<file path="src/rtl/output_serializer_if.sv">
// Controller-to-host bundle of the output serializer: strobed 3-value entries in,
// one value per valid/ready handshake out, plus backpressure and error flags.
interface output_serializer_if #(
  parameter int unsigned DATA_WIDTH = 32
);
  logic                  in_valid;
  logic [31:0]           in_x;
  logic [31:0]           in_y;
  logic [31:0]           in_ch;
  logic [DATA_WIDTH-1:0] in_data0;
  logic [DATA_WIDTH-1:0] in_data1;
  logic [DATA_WIDTH-1:0] in_data2;
  logic                  stall;
  logic                  out_valid;
  logic                  out_ready;
  logic [DATA_WIDTH-1:0] out_data;
  logic [31:0]           out_x;
  logic [31:0]           out_y;
  logic [31:0]           out_ch;
  logic                  overflow_err;

  // Driver side: controller strobes and host ready.
  modport master (
    output in_valid, in_x, in_y, in_ch, in_data0, in_data1, in_data2, out_ready,
    input  stall, out_valid, out_data, out_x, out_y, out_ch, overflow_err
  );

  // Serializer side.
  modport slave (
    input  in_valid, in_x, in_y, in_ch, in_data0, in_data1, in_data2, out_ready,
    output stall, out_valid, out_data, out_x, out_y, out_ch, overflow_err
  );
endinterface

</file>
<file path="src/rtl/output_serializer.sv">
// Buffers {x, y, ch, 3 values} entries in a small FIFO and presents them to the
// host one channel value at a time, with almost-full stall and sticky overflow.
module output_serializer #(
  parameter int unsigned DATA_WIDTH         = 32,
  parameter int unsigned OUTPUT_NB_CHANNELS = 64,
  parameter int unsigned FIFO_DEPTH         = 4
) (
  input logic                 clk,
  input logic                 arst_n_in,
  input logic                 clear,
  output_serializer_if.slave  bus
);

  localparam int unsigned PtrW = $clog2(FIFO_DEPTH);
  localparam int unsigned CntW = PtrW + 1;

  logic [31:0]           r_x  [FIFO_DEPTH];
  logic [31:0]           r_y  [FIFO_DEPTH];
  logic [31:0]           r_ch [FIFO_DEPTH];
  logic [DATA_WIDTH-1:0] r_d0 [FIFO_DEPTH];
  logic [DATA_WIDTH-1:0] r_d1 [FIFO_DEPTH];
  logic [DATA_WIDTH-1:0] r_d2 [FIFO_DEPTH];
  logic [1:0]            r_n  [FIFO_DEPTH];

  logic [PtrW-1:0] r_wptr;
  logic [PtrW-1:0] r_rptr;
  logic [CntW-1:0] r_count;
  logic [1:0]      r_lane;
  logic            r_ovf;

  logic                  w_in_range;
  logic [31:0]           w_rem;
  logic [1:0]            w_n;
  logic                  w_valid;
  logic                  w_full;
  logic                  w_xfer;
  logic                  w_pop;
  logic                  w_push;
  logic                  w_drop;
  logic [DATA_WIDTH-1:0] w_head_data;

  always_comb begin
    w_in_range = bus.in_ch < 32'(OUTPUT_NB_CHANNELS);
    w_rem      = 32'(OUTPUT_NB_CHANNELS) - bus.in_ch;
    w_n        = (w_rem >= 32'd3) ? 2'd3 : w_rem[1:0];
    w_valid    = (r_count != '0);
    w_full     = (r_count == CntW'(FIFO_DEPTH));
    w_xfer     = w_valid && bus.out_ready;
    w_pop      = w_xfer && (r_lane == (r_n[r_rptr] - 2'd1));
    // A full FIFO still accepts a push when the head retires in the same cycle.
    w_push     = bus.in_valid && w_in_range && (!w_full || w_pop) && !clear;
    w_drop     = bus.in_valid && w_in_range && w_full && !w_pop && !clear;
  end

  // Payload storage needs no reset: nothing is presented while the FIFO is empty.
  always_ff @(posedge clk) begin
    if (w_push) begin
      r_x[r_wptr]  <= bus.in_x;
      r_y[r_wptr]  <= bus.in_y;
      r_ch[r_wptr] <= bus.in_ch;
      r_d0[r_wptr] <= bus.in_data0;
      r_d1[r_wptr] <= bus.in_data1;
      r_d2[r_wptr] <= bus.in_data2;
      r_n[r_wptr]  <= w_n;
    end
  end

  always_ff @(posedge clk or negedge arst_n_in) begin
    if (!arst_n_in) begin
      r_wptr  <= '0;
      r_rptr  <= '0;
      r_count <= '0;
      r_lane  <= '0;
      r_ovf   <= 1'b0;
    end else if (clear) begin
      r_wptr  <= '0;
      r_rptr  <= '0;
      r_count <= '0;
      r_lane  <= '0;
      r_ovf   <= 1'b0;
    end else begin
      if (w_push) r_wptr <= r_wptr + 1'b1;
      if (w_pop)  r_rptr <= r_rptr + 1'b1;
      r_count <= r_count + CntW'(w_push) - CntW'(w_pop);
      if (w_pop) begin
        r_lane <= '0;
      end else if (w_xfer) begin
        r_lane <= r_lane + 2'd1;
      end
      if (w_drop) r_ovf <= 1'b1;
    end
  end

  always_comb begin
    unique case (r_lane)
      2'd0:    w_head_data = r_d0[r_rptr];
      2'd1:    w_head_data = r_d1[r_rptr];
      default: w_head_data = r_d2[r_rptr];
    endcase
  end

  // Outputs are forced to zero when empty so reset reads back all-zero.
  assign bus.out_valid    = w_valid;
  assign bus.out_data     = w_valid ? w_head_data : '0;
  assign bus.out_x        = w_valid ? r_x[r_rptr] : '0;
  assign bus.out_y        = w_valid ? r_y[r_rptr] : '0;
  assign bus.out_ch       = w_valid ? (r_ch[r_rptr] + 32'(r_lane)) : '0;
  assign bus.stall        = (r_count >= CntW'(FIFO_DEPTH - 2));
  assign bus.overflow_err = r_ovf;

endmodule

</file>
<file path="src/flat_wrapper.sv">
// flat-port wrapper written by rule: the top's interface ports become plain ports
module output_serializer_flat 
#(
  parameter int unsigned DATA_WIDTH         = 32,
  parameter int unsigned OUTPUT_NB_CHANNELS = 64,
  parameter int unsigned FIFO_DEPTH         = 4
)
  (clk, arst_n_in, clear, bus_in_valid, bus_in_x, bus_in_y, bus_in_ch, bus_in_data0, bus_in_data1, bus_in_data2, bus_out_ready, bus_stall, bus_out_valid, bus_out_data, bus_out_x, bus_out_y, bus_out_ch, bus_overflow_err);
  output_serializer_if #(.DATA_WIDTH(DATA_WIDTH)) bus_i ();
  input logic clk;
  input logic arst_n_in;
  input logic clear;
  input wire logic [$bits(bus_i.in_valid)-1:0] bus_in_valid;
  input wire logic [$bits(bus_i.in_x)-1:0] bus_in_x;
  input wire logic [$bits(bus_i.in_y)-1:0] bus_in_y;
  input wire logic [$bits(bus_i.in_ch)-1:0] bus_in_ch;
  input wire logic [$bits(bus_i.in_data0)-1:0] bus_in_data0;
  input wire logic [$bits(bus_i.in_data1)-1:0] bus_in_data1;
  input wire logic [$bits(bus_i.in_data2)-1:0] bus_in_data2;
  input wire logic [$bits(bus_i.out_ready)-1:0] bus_out_ready;
  output wire logic [$bits(bus_i.stall)-1:0] bus_stall;
  output wire logic [$bits(bus_i.out_valid)-1:0] bus_out_valid;
  output wire logic [$bits(bus_i.out_data)-1:0] bus_out_data;
  output wire logic [$bits(bus_i.out_x)-1:0] bus_out_x;
  output wire logic [$bits(bus_i.out_y)-1:0] bus_out_y;
  output wire logic [$bits(bus_i.out_ch)-1:0] bus_out_ch;
  output wire logic [$bits(bus_i.overflow_err)-1:0] bus_overflow_err;
  assign bus_i.in_valid = bus_in_valid;
  assign bus_i.in_x = bus_in_x;
  assign bus_i.in_y = bus_in_y;
  assign bus_i.in_ch = bus_in_ch;
  assign bus_i.in_data0 = bus_in_data0;
  assign bus_i.in_data1 = bus_in_data1;
  assign bus_i.in_data2 = bus_in_data2;
  assign bus_i.out_ready = bus_out_ready;
  assign bus_stall = bus_i.stall;
  assign bus_out_valid = bus_i.out_valid;
  assign bus_out_data = bus_i.out_data;
  assign bus_out_x = bus_i.out_x;
  assign bus_out_y = bus_i.out_y;
  assign bus_out_ch = bus_i.out_ch;
  assign bus_overflow_err = bus_i.overflow_err;
  output_serializer #(.DATA_WIDTH(DATA_WIDTH), .OUTPUT_NB_CHANNELS(OUTPUT_NB_CHANNELS), .FIFO_DEPTH(FIFO_DEPTH)) u_core (.clk(clk), .arst_n_in(arst_n_in), .clear(clear), .bus(bus_i));
endmodule
</file>
<file path="config.mk">
export PLATFORM = sky130hd
export DESIGN_NAME = output_serializer_flat
export DESIGN_NICKNAME = d
export VERILOG_FILES = /design/src/rtl/output_serializer_if.sv /design/src/rtl/output_serializer.sv /design/src/flat_wrapper.sv
export SDC_FILE = /design/constraint.sdc
export NUM_CORES = 1
export LEC_CHECK = 0
export CORE_ASPECT_RATIO = 1.5
export CORE_MARGIN = 2
export CORE_UTILIZATION = 43
export DETAILED_ROUTE_END_ITERATION = 8
export PLACE_DENSITY_LB_ADDON = 0.08
export SETUP_SLACK_MARGIN = 0.3
export SLEW_MARGIN = 40
export SYNTH_ARGS = -nofsm -noshare
export SYNTH_HDL_FRONTEND = slang
export SYNTH_SLANG_ARGS = --single-unit
</file>
<file path="constraint.sdc">
create_clock -name clk -period 7.3 [get_ports clk]
set_input_delay 1.46 -clock clk [delete_from_list [all_inputs] [get_ports clk]]
set_output_delay 1.46 -clock clk [all_outputs]
set_load 0.03 [all_outputs]
</file>
# After elaboration in Yosys (flattened, before gate mapping)
# Memories as Yosys holds them, arrays and structs flattened.
# Index checks and enable logic that the tools add are counted.
# op_classes
shifts	0
n_div	0
bitwise_logic	0
mul	0
magnitude_cmp	3
addsub	8
eq_ne	3
n_reduce_logical	18
n_mux	18
# op_table
cell	n
2-to-1 mux 32 bit	4
case mux 32 bit (2 select lines)	1
adder 32 x 2 -> 32 bit	1
greater-or-equal comparator 32 x 2 -> 1 bit, second input constant	1
< comparator 32 x 7 -> 1 bit, second input constant	1
subtractor 7 x 32 -> 32 bit, first input constant	1
2-to-1 mux 2 bit	8
logical AND 1 bit	8
adder 2 x 1 -> 2 bit, second input constant	3
nonzero test 2 bit	3
nonzero test 3 bit	2
2-to-1 mux 1 bit	4
adder 3 x 1 -> 3 bit	1
== test 3 bit, second input constant	1
greater-or-equal comparator 3 x 2 -> 1 bit, second input constant	1
zero test 1 bit	3
2-to-1 mux 3 bit	1
subtractor 3 x 1 -> 3 bit	1
== test 2 x 1 -> 1 bit, second input constant	1
== test 2 bit	1
zero test 2 bit	1
subtractor 2 x 1 -> 2 bit, second input constant	1
logical OR 1 bit	1
# word_totals
output_inout_bits	131
inputBits	197
ff_bits	10
memories	7
word_cells	62
romBits	0
ramBits	776
latchBits	0
# mem_list
memory	words	width	rd	rd_ports_with_merged_regs	write_ports	line	text
u_core.r_ch	4	32	1	0	1	output_serializer.sv:19	logic [31:0] r_ch [FIFO_DEPTH];
u_core.r_d0	4	32	1	0	1	output_serializer.sv:20	logic [DATA_WIDTH-1:0] r_d0 [FIFO_DEPTH];
u_core.r_d1	4	32	1	0	1	output_serializer.sv:21	logic [DATA_WIDTH-1:0] r_d1 [FIFO_DEPTH];
u_core.r_d2	4	32	1	0	1	output_serializer.sv:22	logic [DATA_WIDTH-1:0] r_d2 [FIFO_DEPTH];
u_core.r_x	4	32	1	0	1	output_serializer.sv:17	logic [31:0] r_x [FIFO_DEPTH];
u_core.r_y	4	32	1	0	1	output_serializer.sv:18	logic [31:0] r_y [FIFO_DEPTH];
+1 memories	n/a	n/a	n/a	n/a	n/a	n/a	

# Logic depth before layout (Yosys ltp)
# Gate-level depths: netlist of the first run.
# An unclocked memory read counts as a cell.
# logic_depth
word_depth	10
ltp_mapped	14
depth_no_buf	13

# Worst setup path after synthesis of the first run
# Ideal clock, no wire load.
# synth_path
kind	input -> register
start	input port bus_in_ch[9]
end	memory u_core.r_ch[0][0] (enable)
setup_ps	578
path_buffers	1
path_stages	8
arrival_ps	7894
setup_slack_ps	-1173
t_required_ps	6722
path_cell_list	or4_4 > or4_1 > buf_4 > nor3_1 > and4_1 > o21ai_1 > nor2_1 > and2_1
# synth_between
elab_chain_cells	6
# synth_lines
element	line	text
from (decl)	flat_wrapper.sv:16	input wire logic [$bits(bus_i.in_ch)-1:0] bus_in_ch;
< comparator 32 x 7 -> 1 bit	output_serializer.sv:43	w_in_range = bus.in_ch < 32'(OUTPUT_NB_CHANNELS);
logical AND 1 bit (3 in a row)	output_serializer.sv:51	w_push = bus.in_valid && w_in_range && (!w_full || w_pop) && !clear;
2-to-1 mux 1 bit	output_serializer.sv:57	if (w_push) begin
2-to-1 mux 1 bit (implied by the code)	output_serializer.sv:60	r_ch[r_wptr] <= bus.in_ch;
to (decl)	output_serializer.sv:19	
# Every way passes these cells.

# Worst setup path in the final report of the first run
# layout_path
start	register u_core.r_rptr[0]
end	output port bus_out_ch[31]
# layout_between
elab_chain_cells	3
# layout_lines
element	line	text
from (decl)	output_serializer.sv:26	logic [PtrW-1:0] r_rptr;
from (signal assigned)	output_serializer.sv:83	if (w_pop) r_rptr <= r_rptr + 1'b1;
memory (4 x 32 bit)	n/a	
adder 32 x 2 -> 32 bit	output_serializer.sv:107	assign bus.out_ch = w_valid ? (r_ch[r_rptr] + 32'(r_lane)) : '0;
2-to-1 mux 32 bit	output_serializer.sv:107	
to (decl)	flat_wrapper.sv:26	output wire logic [$bits(bus_i.out_ch)-1:0] bus_out_ch;
# Every way passes these cells.

==> results of run 1 <==
==> power groups by stage <==
| stage | Combinational, mW | Clock, mW | Sequential, mW |
|---|---|---|---|
| 4_1_cts | 0.191 | 3.95 | 4.95 |
| 6_report | 0.189 | 3.85 | 4.95 |
| 2_1_floorplan | 0.0167 | 0 | 5.05 |
| 3_3_place_gp | 0.182 | 0 | 5.05 |
| 3_5_place_dp | 0.190 | 0 | 5.05 |
| 5_1_grt | 0.203 | 4.12 | 4.95 |
==> kinds of logic after synthesis <==
| logic type | after synthesis | synth area share |
|---|---|---|
| buffers and inverters | 88 | 0.01147 |
| AOI/OAI and AO/OA | 103 | 0.02100 |
| adders and majority gates | 15 | 0.006543 |
| and+or+nand+nor | 266 | 0.04665 |
| xor gates and xnor gates | 36 | 0.01018 |
| DFF | 786 | 0.7602 |
| muxes | 203 | 0.1439 |
==> critical path, stage by stage, from the launching register on <==
cell and delay, ns:
dfrtp_4 0.67, buf_12 0.26, buf_4 0.61, mux4_2 0.41, nand3_1 0.11, nor3b_1 0.59
nand4_1 0.21, xor2_1 0.17, nor2_1 0.09, clkdlybuf4s50_1 0.69
==> routing by layer <==
metal | global-route usage | up-vias | part of all wire
li1 | - | 6893 | -
met1 | 0.2549 | 8205 | 0.40
met2 | 0.3438 | 436 | 0.52
met3 | 0.03560 | 107 | 0.057
met4 | 0.05855 | 10 | 0.019
met5 | 0 | - | 0.00081
==> final cells by class <==
type                       instances  share of cell area
antenna                            2           0.0001313
clock buffer                      93             0.05323
clock inverter                    42             0.01008
inverter                          15            0.001477
multi-input combinational        623              0.1863
sequential                       786              0.6180
tap                              915             0.03003
timing repair buffer             364              0.1008
==> worst paths after layout <==
check | startpoint | to | slack (ns) | depth (start not counted)
worst max-delay path | u_core.r_rptr[0]$_DFFE_PN0P_ | bus_out_ch[31] | 1.34 | 9
worst min-delay path | u_core.bus.overflow_err$_DFFE_PN0P_ | u_core.bus.overflow_err$_DFFE_PN0P_ | 0.51 | 2
worst max register to register | u_core.r_rptr[0]$_DFFE_PN0P_ | u_core.r_d1[3][16]$_DFFE_PP_ | 2.41 | 11
worst min register to register | u_core.bus.overflow_err$_DFFE_PN0P_ | u_core.bus.overflow_err$_DFFE_PN0P_ | 0.51 | 2
max in group asynchronous | arst_n_in | u_core.r_rptr[1]$_DFFE_PN0P_ | 5.73 | 1
min in group asynchronous | arst_n_in | u_core.r_rptr[0]$_DFFE_PN0P_ | 1.19 | 1
==> sequential cells by signal (all words and copies together) (netlist names) <==
signal	flops
u_core.r_d2	128
u_core.r_count	3
u_core.r_y	128
u_core.bus.overflow_err	1
u_core.r_lane	2
u_core.r_wptr	2
u_core.r_ch	128
u_core.r_rptr	2
u_core.r_n	8
u_core.r_x	128
u_core.r_d0	128
u_core.r_d1	128
==> placed cells by master (no fill, tap or decap), drive strengths merged, types with 12 or more instances in the layout <==
| master | count |
|---|---|
| a21oi | 41 |
| a22oi | 32 |
| buf | 37 |
| clkbuf | 93 |
| clkdlybuf4s50 | 327 |
| clkinv | 29 |
| edfxtp | 776 |
| ha | 13 |
| inv | 20 |
| mux4 | 194 |
| nand2 | 53 |
| nand3 | 16 |
| nor2 | 55 |
| nor2b | 73 |
| nor3 | 12 |
| o21ai | 12 |
| xnor2 | 14 |
| xor2 | 22 |
==> per-stage QoR <==
stage,worst slack (ns),util,hold slack (ns)
2_1_floorplan,1.007,-,0.5420
3_3_place_gp,1.099,0.4981,0.4925
3_5_place_dp,1.147,0.4995,0.4985
4_1_cts,1.182,0.5334,0.5163
5_1_grt,0.8935,0.5345,0.5529
6_report,1.335,0.5345,0.5057
==> flow_summary.ini, run 1 <==
[synth]
yosys.area.top_type = edfxtp_1
netlist_top_cells_area = edfxtp_1 75%, mux4_2 14%, nor2b_1 1.5%, dfrtp_1 0.81%, a22oi_1 0.78%
synth_edf_count = 776
synth_fp_nets = 1709
synth_area_sq_um = 30980
ys_warn_count = 0
synth_top_area_share = 0.7522
synth_seq_area_share = 0.7602
avgSynthCellArea_sq_um = 20.70
ys_seq_elements = 786
synth-async-reset-ratio = 0.01272
yosysUniqueCellTypes = 54
postSynthCellCount = 1497
synth_common_cells = 776 x edfxtp_1, 194 x mux4_2, 73 x nor2b_1
synth-main-ff-cell = edfxtp_1
synth.most_common_cell = edfxtp_1

[timing]
relSlewSlack = 0.4770
setup_viol_count_final = 0
rsz0062_at_grt = false
skew_ns = 0.009992
final-max-slew-violation-count = 0
tightest_slew_ns = 0.7828
fmax_mhz = 167.7
min_period_over_period = 0.8171
hold_violations = 0
setup-tns-final_ns = 0
final.min_clock_period_ns = 5.965

[grt]
grt_usage = 0.1980
grt_overflow = 0
grt_pass1_wl_mm = 108.3
grt_max_degree = 126
grt_pass1_vias = 16960
antenna_found_initial = 7

[clock_tree]
root_buffer = clkbuf_16
clk_path_buf_depth = 3
htreeDepth = 3
cts_tree = built
cts_buffers = 77
path_clk_slew_ns = 0.06
clkLatencyLatePin_ns = 0.61
cts.sinks = 786
postCtsSetupBuffers = 0
ctsResizeCount = 0
ctsHoldBuffers = 0

[power_and_ir_drop]
p_leak_nw = 11.67
p_comb_frac = 0.021
clkPwrFrac = 0.428
ir_drop_mv = 0.1411
p_total_mw = 8.994
swShare = 0.1907
p_sw_mw = 1.715
powerDensity_nw_per_um2 = 235.9
seqPwrFrac = 0.551
internal-power_mw = 7.279

[final_layout]
syn_to_final_growth_pct = 23.05
finalNonFillerCells = 2840
multi_input_area_sq_um = 7101
nFillCells = 5654
seqCellArea_sq_um = 23560
drive_gt1_frac = 0.1830
design_area_sq_um = 38120
nets = 2079

[floorplanning]
dieArea_sq_um = 74260
core_sq_um = 71320
initial_utilization = 0.4344
die_w_microns = 223.2
ios = 328
rows = 120
die_h_microns = 332.7

[critical_path]
crit_path_max_fanout = 35
critical_path_class = flip-flop to output port
endpoint_kind = output port
start_kind = flip-flop
crit_required_ns = 5.84
arrival_ns = 4.50

[detailed_routing]
first_pass_iters = 5
postRouteAntennaNets = 0
wirelength_mm = 72.89
via_per_inst = 5.511
drc = 0
vias = 15651
wire_per_inst_microns = 25.67
first_iter_violations = 1133

[run]
cap_violations = 0

[placed_design]
dp_hpwl_mm = 44.86
io_buffers = 327
placed_cell_area_sq_um = 35630
gp_congestion = 0.8122
dp_cells = 2700

[status]
status = completed

[hold_path]
worstHoldPathType = flip-flop to flip-flop
Note: power is estimated with default switching activity, not from simulation.
==> run 2, diff against run 1 <==
clock period = 4.85 ns   (was 7.3 ns; I/O delays follow)
==> run 2 against run 1 <==
Critical path type unchanged. Routed wire length is 1.3% higher. Core utilization is 0.69 points higher. Worst setup slack worse by 0.95 ns. Hold slack better by 0.018 ns. Final area is 1.3% higher. Critical endpoint is now bus_out_ch[20]. Critical path depth is 1 higher. Cell count is 1.7% higher. Count of clock-buffer cells in the layout is 4 higher. Die area stayed put. Sequential share of layout area is 0.79 points lower. Register-to-register slack worse by 1.2 ns. Global-route usage is 0.25 points higher.
==> flow_summary.ini, run 2 (synthesis results as in run 1) <==
[floorplanning]
initial_utilization = 0.4344
ios = 328
die_h_microns = 332.7
dieArea_sq_um = 74260
core_sq_um = 71320
rows = 120
die_w_microns = 223.2

[power_and_ir_drop]
seqPwrFrac = 0.558
p_total_mw = 13.36
p_comb_frac = 0.022
p_sw_mw = 2.578
powerDensity_nw_per_um2 = 345.9
clkPwrFrac = 0.420
internal-power_mw = 10.78
ir_drop_mv = 0.2727
swShare = 0.1930
p_leak_nw = 12.05

[detailed_routing]
wire_per_inst_microns = 25.58
first_iter_violations = 1052
postRouteAntennaNets = 0
drc = 0
wirelength_mm = 73.85
first_pass_iters = 5
vias = 15819
via_per_inst = 5.479

[critical_path]
endpoint_kind = output port
regToRegSetupSlack_ns = 1.17
r2r-start = u_core.r_rptr[0]$_DFFE_PN0P_
r2r_end = u_core.r_d2[1][6]$_DFFE_PP_
r2r_cells = 10
crit_required_ns = 3.88
critical_path_class = flip-flop to output port
crit_path_max_fanout = 11
arrival_ns = 3.49
start_kind = flip-flop

[clock_tree]
clk_path_buf_depth = 3
path_clk_slew_ns = 0.06
cts.sinks = 786
cts_tree = built
root_buffer = clkbuf_16
cts_buffers = 75
clkLatencyLatePin_ns = 0.63
htreeDepth = 3

[placed_design]
placed_cell_area_sq_um = 36170
gp_congestion = 0.7699
io_buffers = 327
dp_cells = 2738
dp_hpwl_mm = 46.24

[hold_path]
min_from = u_core.bus.overflow_err$_DFFE_PN0P_
worstHoldPathType = flip-flop to flip-flop
hold_depth = 2
hold_end = u_core.bus.overflow_err$_DFFE_PN0P_

[grt]
antenna_found_initial = 16
grt_usage = 0.2005
grt_pass1_wl_mm = 109.9
grt_overflow = 0
grt_max_degree = 86
grt_pass1_vias = 17019

[final_layout]
finalNonFillerCells = 2887
nets = 2121
final_cell_mix = 776 x edfxtp_1, 292 x clkdlybuf4s50_1, 194 x mux4_2, 77 x clkbuf_16, 73 x nor2b_1
syn_to_final_growth_pct = 24.65
final_common_cell = edfxtp_1
fin_util = 0.5415
drive_gt1_frac = 0.2170
design_area_sq_um = 38620

[timing]
final.min_clock_period_ns = 4.462
rsz0062_at_grt = true
skew_ns = 0.01573
final-max-slew-violation-count = 0
fmax_mhz = 224.1
setup-tns-final_ns = 0
setup_viol_count_final = 0
min_period_over_period = 0.9200
hold_violations = 0
tightest_slew_ns = 0.7136
relSlewSlack = 0.5232

[status]
status = completed

[run]
cap_violations = 0
run 2: cell types whose count changed in the layout (fill, tap and decap cells not counted), sizes merged:
cell,change
buf,+44
dlygate4sd2,+19
clkdlybuf4s50,-35
clkbuf,+15
diode,+2
bufinv,-2
clkdlybuf4s15,+5
inv,-1
run 2: cell type report:
type | count | area [sq um]
Clock buffer | 97 | 1981
Timing Repair Buffer | 408 | 4328
Tap cell | 915 | 1145
Clock inverter | 39 | 337.8
Inverter | 15 | 56.30
Fill cell | 5580 | 32700
Sequential cell | 786 | 23560
Multi-Input combinational cell | 623 | 7201
Antenna cell | 4 | 10.01
run 2: worst max path at each step:
stage,startpoint,to,slack (ns),cells past startpoint
after floorplan,bus_in_ch[9],u_core.r_ch[0][0]$_DFFE_PP_,0.19,8
after global placement,bus_in_ch[8],u_core.r_d1[1][9]$_DFFE_PP_,0.33,9
after detailed placement,bus_in_ch[8],u_core.r_d2[1][9]$_DFFE_PP_,0.29,9
after CTS,u_core.r_rptr[0]$_DFFE_PN0P_,bus_out_data[2],0.18,6
after global routing,u_core.r_rptr[0]$_DFFE_PN0P_,bus_out_ch[20],0.20,10
final,u_core.r_rptr[0]$_DFFE_PN0P_,bus_out_ch[20],0.39,10
run 2: power by group through the flow:
stage	combinational (mW)	sequential, mW	clock, mW
3_3_place_gp	0.282	7.60	0
2_1_floorplan	0.0256	7.60	0
5_1_grt	0.315	7.45	5.98
3_5_place_dp	0.291	7.60	0
4_1_cts	0.293	7.45	5.75
6_report	0.292	7.45	5.61
run 2: per-layer routing:
layer / vias up / routed length (microns) / track usage
met5: - / 154 / 0
met4: 24 / 1801 / 0.06811
met3: 117 / 4660 / 0.04761
met2: 446 / 37080 / 0.3350
met1: 8256 / 30150 / 0.2582
li1: 6976 / - / -
run 2: what timing repair did:
action / CTS / global route
pin swaps: 1 / 3
resized for setup: 62 / 28
hold buffers: 0 / 0
gates cloned: 0 / 1
setup buffers: 4 / 4
setup endpoints to repair: 82 / 43
run 2: through the flow:
stage / setup slack (ns) / hold WS (ns)
finish: 0.3879 / 0.5240
global route: 0.2029 / 0.5980
CTS: 0.1770 / 0.5341
detailed placement: 0.2885 / 0.4989
global placement: 0.3273 / 0.4935
floorplan: 0.1927 / 0.5420
run 2: worst max-delay path, stage by stage (launching register included):
cell and delay, ns:
dfrtp_4 0.54, mux4_2 0.52, ha_1 0.22, fa_1 0.44, nand3_2 0.23, nor4b_2 0.08
buf_4 0.15, nand4_1 0.08, xor2_1 0.20, nor2_2 0.04, dlygate4sd2_1 0.37
